==> src/rtl/hsv_core_branch_resolve_pipe_pkg.sv <==
// Shared constants and helpers for the hsv_core branch resolution pipeline.
// Payload structs are XLEN-dependent and therefore live in the modules.
package hsv_core_branch_resolve_pipe_pkg;

    localparam int INSN_BYTES = 4;
    localparam int MAX_STAGES = 4;

    typedef enum logic [1:0] {
        REDIR_NONE,
        REDIR_MISPREDICT,
        REDIR_MISALIGNED
    } redirect_cause_e;

    // A misaligned target is a trap at commit, so it outranks a plain mispredict.
    function automatic redirect_cause_e redirect_cause(input logic mispredict,
                                                       input logic misaligned);
        if (misaligned) return REDIR_MISALIGNED;
        if (mispredict) return REDIR_MISPREDICT;
        return REDIR_NONE;
    endfunction

endpackage

==> src/rtl/hsv_core_branch_resolve_pipe_if.sv <==
// Issue-side request and commit-side result bus of the branch resolve pipe.
// The slave modport is the pipeline's view, master is the environment's view.
interface hsv_core_branch_resolve_pipe_if #(
    parameter int XLEN  = 32,
    parameter int TAG_W = 4
);
    logic             valid_i;
    logic             ready_o;
    logic [XLEN-1:0]  rs1_i;
    logic [XLEN-1:0]  rs2_i;
    logic [XLEN-1:0]  pc_i;
    logic [XLEN-1:0]  imm_i;
    logic             relative_i;
    logic             cond_lt_i;
    logic             cond_signed_i;
    logic             negate_i;
    logic             unconditional_i;
    logic             pred_taken_i;
    logic [XLEN-1:0]  pred_target_i;
    logic [TAG_W-1:0] tag_i;

    logic             valid_o;
    logic             ready_i;
    logic             taken_o;
    logic [XLEN-1:0]  target_o;
    logic [XLEN-1:0]  next_pc_o;
    logic             mispredict_o;
    logic             misaligned_o;
    logic [TAG_W-1:0] tag_o;

    modport slave (
        input  valid_i, rs1_i, rs2_i, pc_i, imm_i, relative_i, cond_lt_i,
               cond_signed_i, negate_i, unconditional_i, pred_taken_i,
               pred_target_i, tag_i, ready_i,
        output ready_o, valid_o, taken_o, target_o, next_pc_o, mispredict_o,
               misaligned_o, tag_o
    );

    modport master (
        output valid_i, rs1_i, rs2_i, pc_i, imm_i, relative_i, cond_lt_i,
               cond_signed_i, negate_i, unconditional_i, pred_taken_i,
               pred_target_i, tag_i, ready_i,
        input  ready_o, valid_o, taken_o, target_o, next_pc_o, mispredict_o,
               misaligned_o, tag_o
    );

endinterface

==> src/rtl/hsv_core_branch_resolve_pipe_eval.sv <==
// Combinational branch evaluator: condition, target, fall-through PC,
// mispredict and misalignment, all computed from the incoming request.
module hsv_core_branch_resolve_pipe_eval
    import hsv_core_branch_resolve_pipe_pkg::*;
#(
    parameter int XLEN       = 32,
    parameter int COMPRESSED = 0
) (
    input  logic [XLEN-1:0] rs1_i,
    input  logic [XLEN-1:0] rs2_i,
    input  logic [XLEN-1:0] pc_i,
    input  logic [XLEN-1:0] imm_i,
    input  logic            relative_i,
    input  logic            cond_lt_i,
    input  logic            cond_signed_i,
    input  logic            negate_i,
    input  logic            unconditional_i,
    input  logic            pred_taken_i,
    input  logic [XLEN-1:0] pred_target_i,
    output logic            taken_o,
    output logic [XLEN-1:0] target_o,
    output logic [XLEN-1:0] next_pc_o,
    output logic            mispredict_o,
    output logic            misaligned_o
);

    logic [XLEN:0]   lhs, rhs, diff;
    logic [XLEN-1:0] base, sum;
    logic            lt, eq;

    always_comb begin
        // Flipping the sign bits turns a signed compare into an unsigned one;
        // the borrow out of the widened subtract is then the less-than result.
        lhs  = {1'b0, rs1_i[XLEN-1] ^ cond_signed_i, rs1_i[XLEN-2:0]};
        rhs  = {1'b0, rs2_i[XLEN-1] ^ cond_signed_i, rs2_i[XLEN-2:0]};
        diff = lhs - rhs;
        lt   = diff[XLEN];
        eq   = (rs1_i == rs2_i);

        taken_o   = unconditional_i | (negate_i ^ (cond_lt_i ? lt : eq));
        base      = relative_i ? pc_i : rs1_i;
        sum       = base + imm_i;
        target_o  = relative_i ? sum : {sum[XLEN-1:1], 1'b0};
        next_pc_o = taken_o ? target_o : pc_i + XLEN'(INSN_BYTES);

        mispredict_o = (taken_o != pred_taken_i) |
                       (taken_o & (target_o != pred_target_i));
        misaligned_o = taken_o & (COMPRESSED == 0) & target_o[1];
    end

endmodule

==> src/rtl/hsv_core_branch_resolve_pipe.sv <==
// Branch resolution pipeline: evaluate at accept, carry the result through
// STAGES collapsing register stages, then emit redirect and count retirements.
module hsv_core_branch_resolve_pipe
    import hsv_core_branch_resolve_pipe_pkg::*;
#(
    parameter int XLEN       = 32,
    parameter int STAGES     = 2,
    parameter int COMPRESSED = 0,
    parameter int TAG_W      = 4,
    parameter int CNT_W      = 32
) (
    input  logic                  clk_core,
    input  logic                  rst_core_n,
    input  logic                  flush_req,
    hsv_core_branch_resolve_pipe_if.slave bus,
    output logic                  redirect_valid_o,
    output logic [XLEN-1:0]       redirect_pc_o,
    output logic [CNT_W-1:0]      cnt_resolved_o,
    output logic [CNT_W-1:0]      cnt_mispredict_o
);

    typedef struct packed {
        logic             taken;
        logic [XLEN-1:0]  target;
        logic [XLEN-1:0]  next_pc;
        logic             mispredict;
        logic             misaligned;
        logic [TAG_W-1:0] tag;
    } branch_resolve_t;

    logic            ev_taken, ev_mispredict, ev_misaligned;
    logic [XLEN-1:0] ev_target, ev_next_pc;
    branch_resolve_t eval_res;

    hsv_core_branch_resolve_pipe_eval #(
        .XLEN       (XLEN),
        .COMPRESSED (COMPRESSED)
    ) u_eval (
        .rs1_i           (bus.rs1_i),
        .rs2_i           (bus.rs2_i),
        .pc_i            (bus.pc_i),
        .imm_i           (bus.imm_i),
        .relative_i      (bus.relative_i),
        .cond_lt_i       (bus.cond_lt_i),
        .cond_signed_i   (bus.cond_signed_i),
        .negate_i        (bus.negate_i),
        .unconditional_i (bus.unconditional_i),
        .pred_taken_i    (bus.pred_taken_i),
        .pred_target_i   (bus.pred_target_i),
        .taken_o         (ev_taken),
        .target_o        (ev_target),
        .next_pc_o       (ev_next_pc),
        .mispredict_o    (ev_mispredict),
        .misaligned_o    (ev_misaligned)
    );

    assign eval_res = '{taken: ev_taken, target: ev_target, next_pc: ev_next_pc,
                        mispredict: ev_mispredict, misaligned: ev_misaligned,
                        tag: bus.tag_i};

    logic [STAGES-1:0] v_q, v_d, adv;
    branch_resolve_t   data_q [STAGES];
    branch_resolve_t   data_d [STAGES];
    logic              sink_ok, accept, fire;
    logic [CNT_W-1:0]  cnt_resolved_q, cnt_resolved_d;
    logic [CNT_W-1:0]  cnt_mispredict_q, cnt_mispredict_d;
    redirect_cause_e   cause;

    // Walk from the output back to the input: a stage may move if its
    // successor is empty or itself moving this cycle.
    always_comb begin
        // NOTE: blocking '=' is correct here; sink_ok is a ripple temporary
        // whose new value must be seen by the next loop iteration.
        adv     = '0;
        sink_ok = bus.ready_i;
        for (int k = STAGES - 1; k >= 0; k--) begin
            adv[k]  = v_q[k] & sink_ok;
            sink_ok = ~v_q[k] | adv[k];
        end
        bus.ready_o = sink_ok;
        accept      = bus.valid_i & sink_ok;
    end

    always_comb begin
        // NOTE: every output gets a default before any condition, so no
        // path through this block leaves a variable unassigned (no latches).
        for (int k = 0; k < STAGES; k++) begin
            v_d[k]    = v_q[k] & ~adv[k];
            data_d[k] = data_q[k];
        end
        if (accept) begin
            v_d[0]    = 1'b1;
            data_d[0] = eval_res;
        end
        for (int k = 1; k < STAGES; k++) begin
            if (adv[k-1]) begin
                v_d[k]    = 1'b1;
                data_d[k] = data_q[k-1];
            end
        end
        if (flush_req) v_d = '0;
    end

    assign bus.valid_o      = v_q[STAGES-1];
    assign bus.taken_o      = v_q[STAGES-1] & data_q[STAGES-1].taken;
    assign bus.target_o     = data_q[STAGES-1].target;
    assign bus.next_pc_o    = data_q[STAGES-1].next_pc;
    assign bus.mispredict_o = v_q[STAGES-1] & data_q[STAGES-1].mispredict;
    assign bus.misaligned_o = v_q[STAGES-1] & data_q[STAGES-1].misaligned;
    assign bus.tag_o        = data_q[STAGES-1].tag;

    always_comb begin
        fire             = bus.valid_o & bus.ready_i & ~flush_req;
        cause            = redirect_cause(bus.mispredict_o, bus.misaligned_o);
        redirect_valid_o = fire & (cause != REDIR_NONE);
        redirect_pc_o    = bus.next_pc_o;
        cnt_resolved_d   = cnt_resolved_q;
        cnt_mispredict_d = cnt_mispredict_q;
        if (fire) cnt_resolved_d = cnt_resolved_q + CNT_W'(1);
        if (fire && cause == REDIR_MISPREDICT)
            cnt_mispredict_d = cnt_mispredict_q + CNT_W'(1);
    end

    assign cnt_resolved_o   = cnt_resolved_q;
    assign cnt_mispredict_o = cnt_mispredict_q;

    always_ff @(posedge clk_core or negedge rst_core_n) begin
        if (!rst_core_n) begin
            v_q              <= '0;
            cnt_resolved_q   <= '0;
            cnt_mispredict_q <= '0;
        end else begin
            v_q              <= v_d;
            cnt_resolved_q   <= cnt_resolved_d;
            cnt_mispredict_q <= cnt_mispredict_d;
        end
    end

    // NOTE: payload registers carry no reset; they are only observed when the
    // matching valid bit is set, and the flags leaving the stage are gated.
    always_ff @(posedge clk_core) begin
        data_q <= data_d;
    end

endmodule
==> src/flat_wrapper.sv <==
// flat-port wrapper written by rule: the top's interface ports become plain ports
module hsv_core_branch_resolve_pipe_flat import hsv_core_branch_resolve_pipe_pkg::*;
#(
    parameter int XLEN       = 32,
    parameter int STAGES     = 2,
    parameter int COMPRESSED = 0,
    parameter int TAG_W      = 4,
    parameter int CNT_W      = 32
)
  (clk_core, rst_core_n, flush_req, redirect_valid_o, redirect_pc_o, cnt_resolved_o, cnt_mispredict_o, bus_valid_i, bus_rs1_i, bus_rs2_i, bus_pc_i, bus_imm_i, bus_relative_i, bus_cond_lt_i, bus_cond_signed_i, bus_negate_i, bus_unconditional_i, bus_pred_taken_i, bus_pred_target_i, bus_tag_i, bus_ready_i, bus_ready_o, bus_valid_o, bus_taken_o, bus_target_o, bus_next_pc_o, bus_mispredict_o, bus_misaligned_o, bus_tag_o);
  hsv_core_branch_resolve_pipe_if #(.XLEN(XLEN), .TAG_W(TAG_W)) bus_i ();
  input  logic clk_core;
  input  logic rst_core_n;
  input  logic flush_req;
  output logic redirect_valid_o;
  output logic [XLEN-1:0] redirect_pc_o;
  output logic [CNT_W-1:0] cnt_resolved_o;
  output logic [CNT_W-1:0] cnt_mispredict_o;
  input wire logic [$bits(bus_i.valid_i)-1:0] bus_valid_i;
  input wire logic [$bits(bus_i.rs1_i)-1:0] bus_rs1_i;
  input wire logic [$bits(bus_i.rs2_i)-1:0] bus_rs2_i;
  input wire logic [$bits(bus_i.pc_i)-1:0] bus_pc_i;
  input wire logic [$bits(bus_i.imm_i)-1:0] bus_imm_i;
  input wire logic [$bits(bus_i.relative_i)-1:0] bus_relative_i;
  input wire logic [$bits(bus_i.cond_lt_i)-1:0] bus_cond_lt_i;
  input wire logic [$bits(bus_i.cond_signed_i)-1:0] bus_cond_signed_i;
  input wire logic [$bits(bus_i.negate_i)-1:0] bus_negate_i;
  input wire logic [$bits(bus_i.unconditional_i)-1:0] bus_unconditional_i;
  input wire logic [$bits(bus_i.pred_taken_i)-1:0] bus_pred_taken_i;
  input wire logic [$bits(bus_i.pred_target_i)-1:0] bus_pred_target_i;
  input wire logic [$bits(bus_i.tag_i)-1:0] bus_tag_i;
  input wire logic [$bits(bus_i.ready_i)-1:0] bus_ready_i;
  output wire logic [$bits(bus_i.ready_o)-1:0] bus_ready_o;
  output wire logic [$bits(bus_i.valid_o)-1:0] bus_valid_o;
  output wire logic [$bits(bus_i.taken_o)-1:0] bus_taken_o;
  output wire logic [$bits(bus_i.target_o)-1:0] bus_target_o;
  output wire logic [$bits(bus_i.next_pc_o)-1:0] bus_next_pc_o;
  output wire logic [$bits(bus_i.mispredict_o)-1:0] bus_mispredict_o;
  output wire logic [$bits(bus_i.misaligned_o)-1:0] bus_misaligned_o;
  output wire logic [$bits(bus_i.tag_o)-1:0] bus_tag_o;
  assign bus_i.valid_i = bus_valid_i;
  assign bus_i.rs1_i = bus_rs1_i;
  assign bus_i.rs2_i = bus_rs2_i;
  assign bus_i.pc_i = bus_pc_i;
  assign bus_i.imm_i = bus_imm_i;
  assign bus_i.relative_i = bus_relative_i;
  assign bus_i.cond_lt_i = bus_cond_lt_i;
  assign bus_i.cond_signed_i = bus_cond_signed_i;
  assign bus_i.negate_i = bus_negate_i;
  assign bus_i.unconditional_i = bus_unconditional_i;
  assign bus_i.pred_taken_i = bus_pred_taken_i;
  assign bus_i.pred_target_i = bus_pred_target_i;
  assign bus_i.tag_i = bus_tag_i;
  assign bus_i.ready_i = bus_ready_i;
  assign bus_ready_o = bus_i.ready_o;
  assign bus_valid_o = bus_i.valid_o;
  assign bus_taken_o = bus_i.taken_o;
  assign bus_target_o = bus_i.target_o;
  assign bus_next_pc_o = bus_i.next_pc_o;
  assign bus_mispredict_o = bus_i.mispredict_o;
  assign bus_misaligned_o = bus_i.misaligned_o;
  assign bus_tag_o = bus_i.tag_o;
  hsv_core_branch_resolve_pipe #(.XLEN(XLEN), .STAGES(STAGES), .COMPRESSED(COMPRESSED), .TAG_W(TAG_W), .CNT_W(CNT_W)) u_core (.clk_core(clk_core), .rst_core_n(rst_core_n), .flush_req(flush_req), .bus(bus_i), .redirect_valid_o(redirect_valid_o), .redirect_pc_o(redirect_pc_o), .cnt_resolved_o(cnt_resolved_o), .cnt_mispredict_o(cnt_mispredict_o));
endmodule
==> config.mk <==
export PLATFORM = sky130hd
export DESIGN_NAME = hsv_core_branch_resolve_pipe_flat
export DESIGN_NICKNAME = d
export VERILOG_FILES = /design/src/rtl/hsv_core_branch_resolve_pipe_pkg.sv /design/src/rtl/hsv_core_branch_resolve_pipe_if.sv /design/src/rtl/hsv_core_branch_resolve_pipe_eval.sv /design/src/rtl/hsv_core_branch_resolve_pipe.sv /design/src/flat_wrapper.sv
export SDC_FILE = /design/constraint.sdc
export NUM_CORES = 1
export LEC_CHECK = 0
export ABC_AREA = 1
export ABC_CLOCK_PERIOD_IN_PS = 6400
export CAP_MARGIN = 15
export CELL_PAD_IN_SITES_DETAIL_PLACEMENT = 1
export CELL_PAD_IN_SITES_GLOBAL_PLACEMENT = 1
export CORE_MARGIN = 8
export CORE_UTILIZATION = 37
export CTS_CLUSTER_DIAMETER = 100
export CTS_CLUSTER_SIZE = 25
export DETAILED_ROUTE_END_ITERATION = 10
export PLACE_DENSITY_LB_ADDON = 0.1
export SYNTH_ARGS = -nofsm -noshare
export SYNTH_HDL_FRONTEND = slang
export SYNTH_SLANG_ARGS = --single-unit
==> constraint.sdc <==
create_clock -name clk_core -period 6.4 [get_ports clk_core]
set_input_delay 1.28 -clock clk_core [delete_from_list [all_inputs] [get_ports clk_core]]
set_output_delay 1.28 -clock clk_core [all_outputs]
set_load 0.1 [all_outputs]
==> results.json <==
{
  "mostFrequentLayoutCells": "nand2_1, clkdlybuf4s50_1, inv_1",
  "synth_edf_count": 142,
  "p_per_area_nw_per_um2": 219,
  "via_count": 11600,
  "synth_top_area_cell": "edfxtp_1",
  "wire_per_inst_um": 18.3,
  "synth-xor-area-share_pct": 5.93,
  "min_period_ns": 4.71,
  "final_area_sq_um": 17200,
  "fin_total_pwr_mw": 3.77,
  "finalCritPeriodShare_pct": 73.6,
  "start_util_pct": 37.3,
  "drive_gt1_share_pct": 2.90,
  "synth_top_family_by_area": "simple AND/OR/NAND/NOR gates",
  "crit_path_start_kind": "input port",
  "root_buffer": "clkbuf_16",
  "place_area_sq_um": 16900,
  "io_buffers": 344,
  "fp.dieH_um": 208,
  "max_stage_delay_ns": 1.16,
  "cts_tree": "done",
  "ys.flop_type": "edfxtp_1",
  "cap_violations": 0,
  "timing.fmax_mhz": 212,
  "synth-async-reset-ratio_pct": 31.7,
  "hold_viol": 0,
  "clock_skew_ns": 0.0191,
  "critPathBufInv": 3,
  "path_cells": "clkdlybuf4s50_1 > inv_1 > nand3_4 > a21oi_1 > clkdlybuf4s50_1",
  "hp-class": "register to register",
  "synth-adder-area-share_pct": 6.13,
  "synth_seq_area_share_pct": 43.5,
  "crit_arrival_ns": 3.43,
  "drc_errors": 0,
  "cp_max_fo": 10,
  "ant_nets": 0,
  "slew_headroom_pct": 28.8,
  "hpwl_mm": 37.5,
  "p_leak_nw": 8.20,
  "cp_top_family": "buffers and inverters",
  "synth_seq_cells": 208,
  "crit_required_ns": 5.12,
  "clock_power_share_pct": 22.0,
  "clock_path_buffers": 3,
  "seqPwrFrac_pct": 43.5,
  "power_frac_comb_pct": 34.5,
  "synth_area_sq_um": 13600,
  "ys_warn_count": 0,
  "grt_pass1_vias": 12200,
  "drt_first_pass_iters": 4,
  "fin_nets": 2164,
  "rows": 70,
  "routed_wl_mm": 43.8,
  "gp_congestion": 0.880,
  "cts_sinks": 208,
  "dieArea_sq_um": 43100,
  "cts_made_buffers": 12,
  "setup_tns_ns": 0,
  "overflow": 0,
  "grt_max_degree": 72,
  "synth_cell_types": 41,
  "synth_compound_area_share_pct": 3.67,
  "switching_share_pct": 37.5,
  "synth_top_area_share_pct": 31.4,
  "endpoint_kind": "output pin",
  "cts-resized-gates": 0,
  "p_int_mw": 2.35,
  "status": "complete, no violations",
  "routed_via_density": 4.82,
  "synth_fp_nets": 1914,
  "gr-usage-all-layers_pct": 19.9,
  "drt_iter0_markers": 377,
  "antenna_found_initial": 5,
  "slowest_stage": "clkdlybuf4s50_1",
  "fin_ws_ns": 1.69,
  "layout_commonest_cell": "nand2_1",
  "switching_power_mw": 1.41,
  "crit_type": "input port to output pin",
  "setup_violations": 0,
  "rsz0062_at_grt": "no",
  "syn_inst": 1673,
  "yosys.area_share.simple_pct": 26.4,
  "finalMaxSlewViolations": 0,
  "htreeDepth": 1,
  "clock_latency_ns": 0.47,
  "peakVddDrop_mv": 0.127,
  "synth.area.top_cells": "edfxtp_1, nand2_1, dfrtp_1",
  "grt_pass1_wl_mm": 68.4,
  "cts_hold_buffers": 0,
  "hold_ws_ns": 0.411,
  "avgSynthCellArea_sq_um": 8.13,
  "core-area_sq_um": 36400,
  "io_pins": 345,
  "worstMarginPinSlew_ns": 1.06,
  "crit_top_cell": "clkdlybuf4s50_1",
  "cts_setup_buffers": 0,
  "clk_pin_slew_ns": 0.10,
  "syn_to_final_growth_pct": 26.7,
  "dp_slack_ns": 1.57,
  "synthMuxAreaShare_pct": 0.911,
  "die_w_um": 208
}
power groups by stage:
stage	clock (mW)	sequential (mW)	combinational, mW
after floorplan	0	1.74	0.826
after global placement	0	1.66	1.28
after detailed placement	0	1.67	1.31
after CTS	0.868	1.64	1.31
after global routing	0.903	1.65	1.41
final	0.829	1.64	1.30
state kept, by name, summed over array words and instances (netlist names):
name / flops
u_core.cnt_mispredict_o: 32
u_core.v_q: 2
u_core.data_q: 74
u_core.bus.target_o: 32
u_core.bus.next_pc_o: 32
u_core.bus.tag_o: 4
u_core.cnt_resolved_o: 32
worst reg2reg max path: cells and delay by family, from the launching register on:
| kind | cells | cell delay, ns |
|---|---|---|
| simple gates | 8 | 1.72 |
| buf+inv | 1 | 0.06 |
| xor+xnor | 1 | 0.14 |
| flops | 1 | 0.59 |
logic make-up (layout without fill, tap and decap cells):
group,Yosys count,after routing
adders and majority gates,66,66
xor gates and xnor gates,89,89
AOI/OAI and AO/OA,95,95
other,0,3
buffers and inverters,383,639
DFF,208,208
muxes,11,11
and+or+nand+nor,821,821
area by class of cell:
type / count / area [sq um]
inverter: 270 / 1010
antenna: 3 / 7.51
tap: 468 / 586
sequential: 208 / 5920
multi-input combinational: 1082 / 5870
timing repair buffer: 349 / 3470
fill: 4398 / 19200
clock buffer: 19 / 348
clock inverter: 1 / 20.0
cell usage after synthesis (all sizes together) (11+ instances only):
cell and instances:
xnor2 22, nand4 23, nor2 138, xor2 65, a21oi 56, edfxtp 142
buf 104, ha 65, nand3 128, nand2 469, dfrtp 66, inv 270
nor3 30, a31oi 11, mux2 11, nor4 15, o21ai 24
per-stage QoR:
stage | std cells | utilization, %
2_1_floorplan | 1673 | -
3_3_place_gp | 2377 | 46.3
3_5_place_dp | 2377 | 46.3
4_1_cts | 2397 | 47.3
5_1_grt | 2399 | 47.3
6_report | 2400 | 47.3
path summary, 6_finish.rpt:
check                                  start                     endpoint  slack [ns]  cells past startpoint
max                                flush_req             redirect_valid_o        1.69                      5
min                        u_core.data_q[94]     u_core.bus.next_pc_o[17]        0.41                      0
max reg2reg                    u_core.v_q[1]  u_core.cnt_mispredict_o[29]        3.78                     10
min reg2reg                u_core.data_q[94]     u_core.bus.next_pc_o[17]        0.41                      0
max in group asynchronous         rst_core_n  u_core.cnt_mispredict_o[23]        4.84                      2
min in group asynchronous         rst_core_n    u_core.cnt_resolved_o[30]        1.00                      2
routing by layer:
| metal | GRT usage [%] | vias up | wire, um |
|---|---|---|---|
| li1 | - | 5749 | - |
| met1 | 26.4 | 5528 | 20300 |
| met2 | 34.2 | 244 | 20800 |
| met3 | 3.02 | 34 | 2180 |
| met4 | 3.52 | 4 | 518 |
| met5 | 0 | - | 23 |
No activity file was read; power rests on OpenSTA's default activity.
